--- config.mk ---
export PLATFORM = sky130hd
export DESIGN_NAME = char_ram_arbiter
export DESIGN_NICKNAME = d
export VERILOG_FILES = /design/src/rtl/char_ram_arbiter.sv
export SDC_FILE = /design/constraint.sdc
export NUM_CORES = 1
export LEC_CHECK = 0
export CAP_MARGIN = 20
export CORE_MARGIN = 5
export CORE_UTILIZATION = 35
export DETAILED_ROUTE_END_ITERATION = 16
export PLACE_DENSITY = 0.83
export SETUP_SLACK_MARGIN = 0.05
export SYNTH_ARGS = -nofsm -noshare
export SYNTH_HDL_FRONTEND = slang
export SYNTH_SLANG_ARGS = --single-unit
--- constraint.sdc ---
create_clock -name clk -period 1.9 [get_ports clk]
set_clock_uncertainty 0.05 [all_clocks]
set_input_delay 0.38 -clock clk [delete_from_list [all_inputs] [get_ports clk]]
set_output_delay 0.38 -clock clk [all_outputs]
set_load 0.01 [all_outputs]
--- src/rtl/char_ram_arbiter.sv ---
// rtl/char_ram_arbiter.sv - single-port character RAM arbiter, display reads over Wishbone
module char_ram_arbiter #(
    parameter int ADDR_W = 11,
    parameter int DATA_W = 8
) (
    input  logic              clk,
    input  logic              rst,
    input  logic              disp_req,
    input  logic [ADDR_W-1:0] disp_addr,
    output logic [DATA_W-1:0] disp_data,
    output logic              disp_valid,
    input  logic              wb_cyc_i,
    input  logic              wb_stb_i,
    input  logic              wb_we_i,
    input  logic [ADDR_W-1:0] wb_adr_i,
    input  logic [DATA_W-1:0] wb_dat_i,
    output logic [DATA_W-1:0] wb_dat_o,
    output logic              wb_ack_o,
    output logic              ram_en,
    output logic              ram_we,
    output logic [ADDR_W-1:0] ram_addr,
    output logic [DATA_W-1:0] ram_wdata,
    input  logic [DATA_W-1:0] ram_rdata,
    input  logic              cnt_clr,
    output logic [15:0]       wb_wait_cnt
);

    localparam logic [1:0] S_IDLE = 2'd0;
    localparam logic [1:0] S_WAIT = 2'd1;
    localparam logic [1:0] S_ACK  = 2'd2;

    logic [1:0]        state;
    logic [1:0]        state_next;
    logic              wb_req;
    logic              wb_issue;
    logic              wait_inc;
    logic              in_ack;
    logic              ack_we;
    logic              disp_valid_q;
    logic [15:0]       wait_cnt;
    logic [ADDR_W-1:0] last_addr;

    assign wb_req = wb_cyc_i & wb_stb_i;

    // The Wishbone access only reaches the RAM in a cycle the display leaves free.
    assign wb_issue = ~rst & ~disp_req & wb_req
                    & ((state == S_IDLE) | (state == S_WAIT));

    assign wait_inc = disp_req & (((state == S_IDLE) & wb_req) | (state == S_WAIT));

    always_comb begin
        state_next = state;
        case (state)
            S_IDLE: begin
                if (wb_req) begin
                    state_next = disp_req ? S_WAIT : S_ACK;
                end
            end
            S_WAIT: begin
                if (!wb_cyc_i) begin
                    state_next = S_IDLE;
                end else if (wb_issue) begin
                    state_next = S_ACK;
                end
            end
            S_ACK:   state_next = S_IDLE;
            default: state_next = S_IDLE;
        endcase
    end

    always_ff @(posedge clk) begin
        if (rst) begin
            state        <= S_IDLE;
            ack_we       <= 1'b0;
            disp_valid_q <= 1'b0;
            wait_cnt     <= 16'd0;
            last_addr    <= '0;
        end else begin
            state        <= state_next;
            disp_valid_q <= disp_req;
            if (wb_issue) begin
                ack_we <= wb_we_i;
            end
            if (cnt_clr) begin
                wait_cnt <= 16'd0;
            end else if (wait_inc && wait_cnt != 16'hFFFF) begin
                wait_cnt <= wait_cnt + 16'd1;
            end
            if (disp_req) begin
                last_addr <= disp_addr;
            end else if (wb_issue) begin
                last_addr <= wb_adr_i;
            end
        end
    end

    // The address bus parks on the last driven address to avoid needless toggling.
    always_comb begin
        ram_en    = 1'b0;
        ram_we    = 1'b0;
        ram_addr  = last_addr;
        ram_wdata = '0;
        if (rst) begin
            ram_addr = '0;
        end else if (disp_req) begin
            ram_en   = 1'b1;
            ram_addr = disp_addr;
        end else if (wb_issue) begin
            ram_en   = 1'b1;
            ram_we   = wb_we_i;
            ram_addr = wb_adr_i;
            if (wb_we_i) begin
                ram_wdata = wb_dat_i;
            end
        end
    end

    assign in_ack      = ~rst & (state == S_ACK);
    assign wb_ack_o    = in_ack;
    assign wb_dat_o    = (in_ack & ~ack_we) ? ram_rdata : '0;
    assign disp_valid  = ~rst & disp_valid_q;
    assign disp_data   = disp_valid ? ram_rdata : '0;
    assign wb_wait_cnt = rst ? 16'd0 : wait_cnt;

endmodule

==> flow_summary_export.csv <==
group,metric,value,unit
outcome,status,"finished, violations left",
outcome,violations,"setup timing",
global_routing,antenna_found_initial,0,
pwr,powerDensity,496,nW/um2
yosys,netlist_area,1770,um2
global_routing,track_usage,0.191,
drt,first_iter_violations,89,
cells_and_area,antenna_cells,0,
pwr,intPower,1.28,mW
setup_path,cp-end-kind,"primary output",
placed_design,port_buffers,99,
clocking,clock_path_buffers,2,
placed_design,gp_congestion,0.845,
pwr,swShare,0.232,
yosys,synth_top_family_by_area,"simple AND/OR/NAND/NOR gates",
floorplan,io_pins,100,
floorplan,die_h,81.2,um
clocking,path_clk_slew,0.07,ns
floorplan,start_util,0.354,
timing,fin_ws,-0.331,ns
timing,rsz0062_at_grt,"true",
drt,viasPerCell,5.30,
timing,final-hold-violation-count,0,
global_routing,grt_pass1_wl,9800,um
yosys,synthAdderAreaFrac,0.00705,
setup_path,slowest_stage,"or4_4",
clocking,clk_latency,0.28,ns
global_routing,grt_pass1_vias,2097,
global_routing,grt-ovfl-total,0,
floorplan,die_area,6590,um2
yosys,synth_seq_cells,31,
drt,firstDrtPassIters,4,
placed_design,place_inst,409,
clocking,ctsHtreeMaxLevel,2,
setup_path,startpoint,"state[1]",
yosys,muxShareOfSynthArea,0.00564,
floorplan,row_count,26,
min_path,hp-start,"wait_cnt[12]",
placed_design,pre_cts_slack,-1.03,ns
cells_and_area,nets,398,
cells_and_area,drive_above_1_share,0.337,
yosys,synth_compound_area_frac,0.195,
yosys,synth.distinct_cells,34,
timing,min_period,2.23,ns
floorplan,core-area,5010,um2
cells_and_area,fillers,426,
cells_and_area,syn_to_final_growth,89.6,%
timing,setup_violations,29,
timing,fin_crit_sh,1.17,
clocking,cts-root-buf,"clkbuf_8",
drt,vias,2242,
floorplan,die_w,81.2,um
yosys,synth_xor_area_frac,0,
placed_design,hpwl,4480,um
drt,wirelength,6460,um
pwr,p_leak,1.48,nW
cells_and_area,register_area,632,um2
drt,drc,0,
global_routing,grt_max_degree,19,
pwr,clkPwrFrac,0.403,
pwr,switching_power,386,uW
timing,tightest_slew,0.349,ns
setup_path,crit_fanout,3,
min_path,holdCritPathClass,"flip-flop to flip-flop",
setup_path,crit_chain,"or4_4 -> inv_4 -> buf_6 -> nand2_2 -> a311oi_2 -> buf_2",
timing,finalMaxSlewViolations,0,
run,cap_violations,0,
cells_and_area,multi_input_area,1240,um2
setup_path,required,1.47,ns
yosys,synth.avg_cell_area,7.75,um2
setup_path,timing.critical_path.from_type,"flip-flop",
clocking,clock-sinks,31,
setup_path,critPathKind,"flip-flop to primary output",
clocking,cts_buffers,5,
cells_and_area,instances_no_fill,423,
yosys,synth-simple-area-share,0.391,
timing,max_freq,448,MHz
drt,wl_per_cell,15.3,um
timing,slew_headroom,0.764,
drt,ant_nets,0,
yosys,syn_nets,275,
setup_path,max_stage_delay,0.52,ns
pwr,combPwrFrac,0.190,
setup_path,reg2reg_from,"state[1]",
pwr,sequentialPowerShare,0.406,
yosys,synth-warning-count,0,
pwr,vdd_ir_drop_max,0.000485,V
yosys,ys_seq_area_frac,0.350,
clocking,cts_tree,"yes",
yosys,synth_cells,229,
setup_path,cp_data_arrival_time,1.80,ns
[placed cells by master (no fill, tap or decap), drive strengths merged, types with 10 or more instances in the layout]
cell type      instances
buf                   53
clkdlybuf4s50         44
dfxtp                 31
and2                  25
dlygate4sd2           21
nand2                 21
nor2b                 17
o21ai                 13
and3                  12
or4                   10
a21oi                 10
a31oi                 10
[repair_timing]
item | in CTS | in global routing
buffers inserted | 2 | 1
hold buffers | 0 | 0
endpoints found under the hold margin | 0 | 0
resized for setup | 156 | 55
gates cloned | 3 | 0
setup endpoints to repair | 72 | 46
pin swaps | 4 | 12
[power groups by stage]
| stage | logic [mW] | registers, mW | clock network, mW |
|---|---|---|---|
| after floorplan | 0.0983 | 0.689 | 0 |
| after global placement | 0.282 | 0.689 | 0 |
| after detailed placement | 0.286 | 0.690 | 0 |
| after CTS | 0.301 | 0.677 | 0.688 |
| after global routing | 0.342 | 0.680 | 0.724 |
| final | 0.318 | 0.678 | 0.673 |
[Yosys cell counts, drive strengths merged]
library cell | n | area, um2
a21oi | 10 | 50.1
a211oi | 1 | 7.51
nor2b | 16 | 100
and2 | 25 | 156
nor2 | 8 | 30.0
nor4b | 1 | 8.76
o211ai | 1 | 7.51
nand4 | 6 | 43.8
a31oi | 10 | 62.6
inv | 7 | 26.3
o21a | 3 | 22.5
or2 | 1 | 6.26
o41ai | 2 | 17.5
o31ai | 7 | 52.6
buf | 2 | 10.0
o21ai | 13 | 65.1
or4 | 10 | 75.1
nand3 | 4 | 20.0
nor3b | 2 | 15.0
nand2 | 21 | 78.8
and3 | 12 | 75.1
dfxtp | 31 | 621
and4 | 4 | 35.0
o31a | 2 | 17.5
or3 | 4 | 25.0
nor3 | 1 | 5.00
a311oi | 2 | 17.5
nor4 | 3 | 18.8
mux2i | 1 | 10.0
a21o | 1 | 7.51
clkbuf | 15 | 56.3
ha | 1 | 12.5
o311ai | 2 | 17.5
[state kept, by name, indices dropped and copies added, names as in the netlist]
| register | flops |
|---|---|
| wait_cnt | 16 |
| last_addr | 11 |
| state | 2 |
| ack_we | 1 |
| disp_valid_q | 1 |
[stage by stage]
stage	utilization	area, um2	power [mW]	setup TNS (ns)	hold WS, ns
after floorplan	-	1820	0.787	-0.866	0.378
after global placement	0.609	3050	0.971	-44.50	0.395
after detailed placement	0.609	3050	0.976	-46.21	0.428
after CTS	0.647	3240	1.67	-6.37	0.431
after global routing	0.672	3360	1.75	-8.16	0.455
final	0.672	3360	1.67	-5.70	0.433
[layout make-up]
cell class	count	area share
repair buffers	132	0.375
flip-flops and latches	31	0.188
clock buffers	6	0.0245
well taps	70	0.0260
clock inverters	2	0.0104
inverters	7	0.00855
multi-input cells	175	0.368
[worst paths after layout]
path	to	slack [ns]	depth (start not counted)
max	ram_addr[0]	-0.33	6
max reg2reg	wait_cnt[9]	0.09	7
min	wait_cnt[12]	0.43	1
min reg2reg	wait_cnt[12]	0.43	1
[kinds of logic after synthesis]
logic type / count (synthesis)
fa+ha+maj: 1
compound gates: 54
mux: 1
buf+inv: 24
flops: 31
simple gates: 118
[layer usage]
metal	vias up	GRT usage	wire length, um
li1	1084	-	-
met1	1054	0.220	2540
met2	95	0.345	3230
met3	9	0.0443	584
met4	0	0.0625	103
met5	-	0	0
[critical path, delay by kind of cell, from the launching register on]
kind,cells,cell delay (ns)
and+or+nand+nor,2,0.57
buffers and inverters,3,0.38
DFF,1,0.33
AOI/OAI and AO/OA,1,0.25
Power figures use the tool's default switching activity.
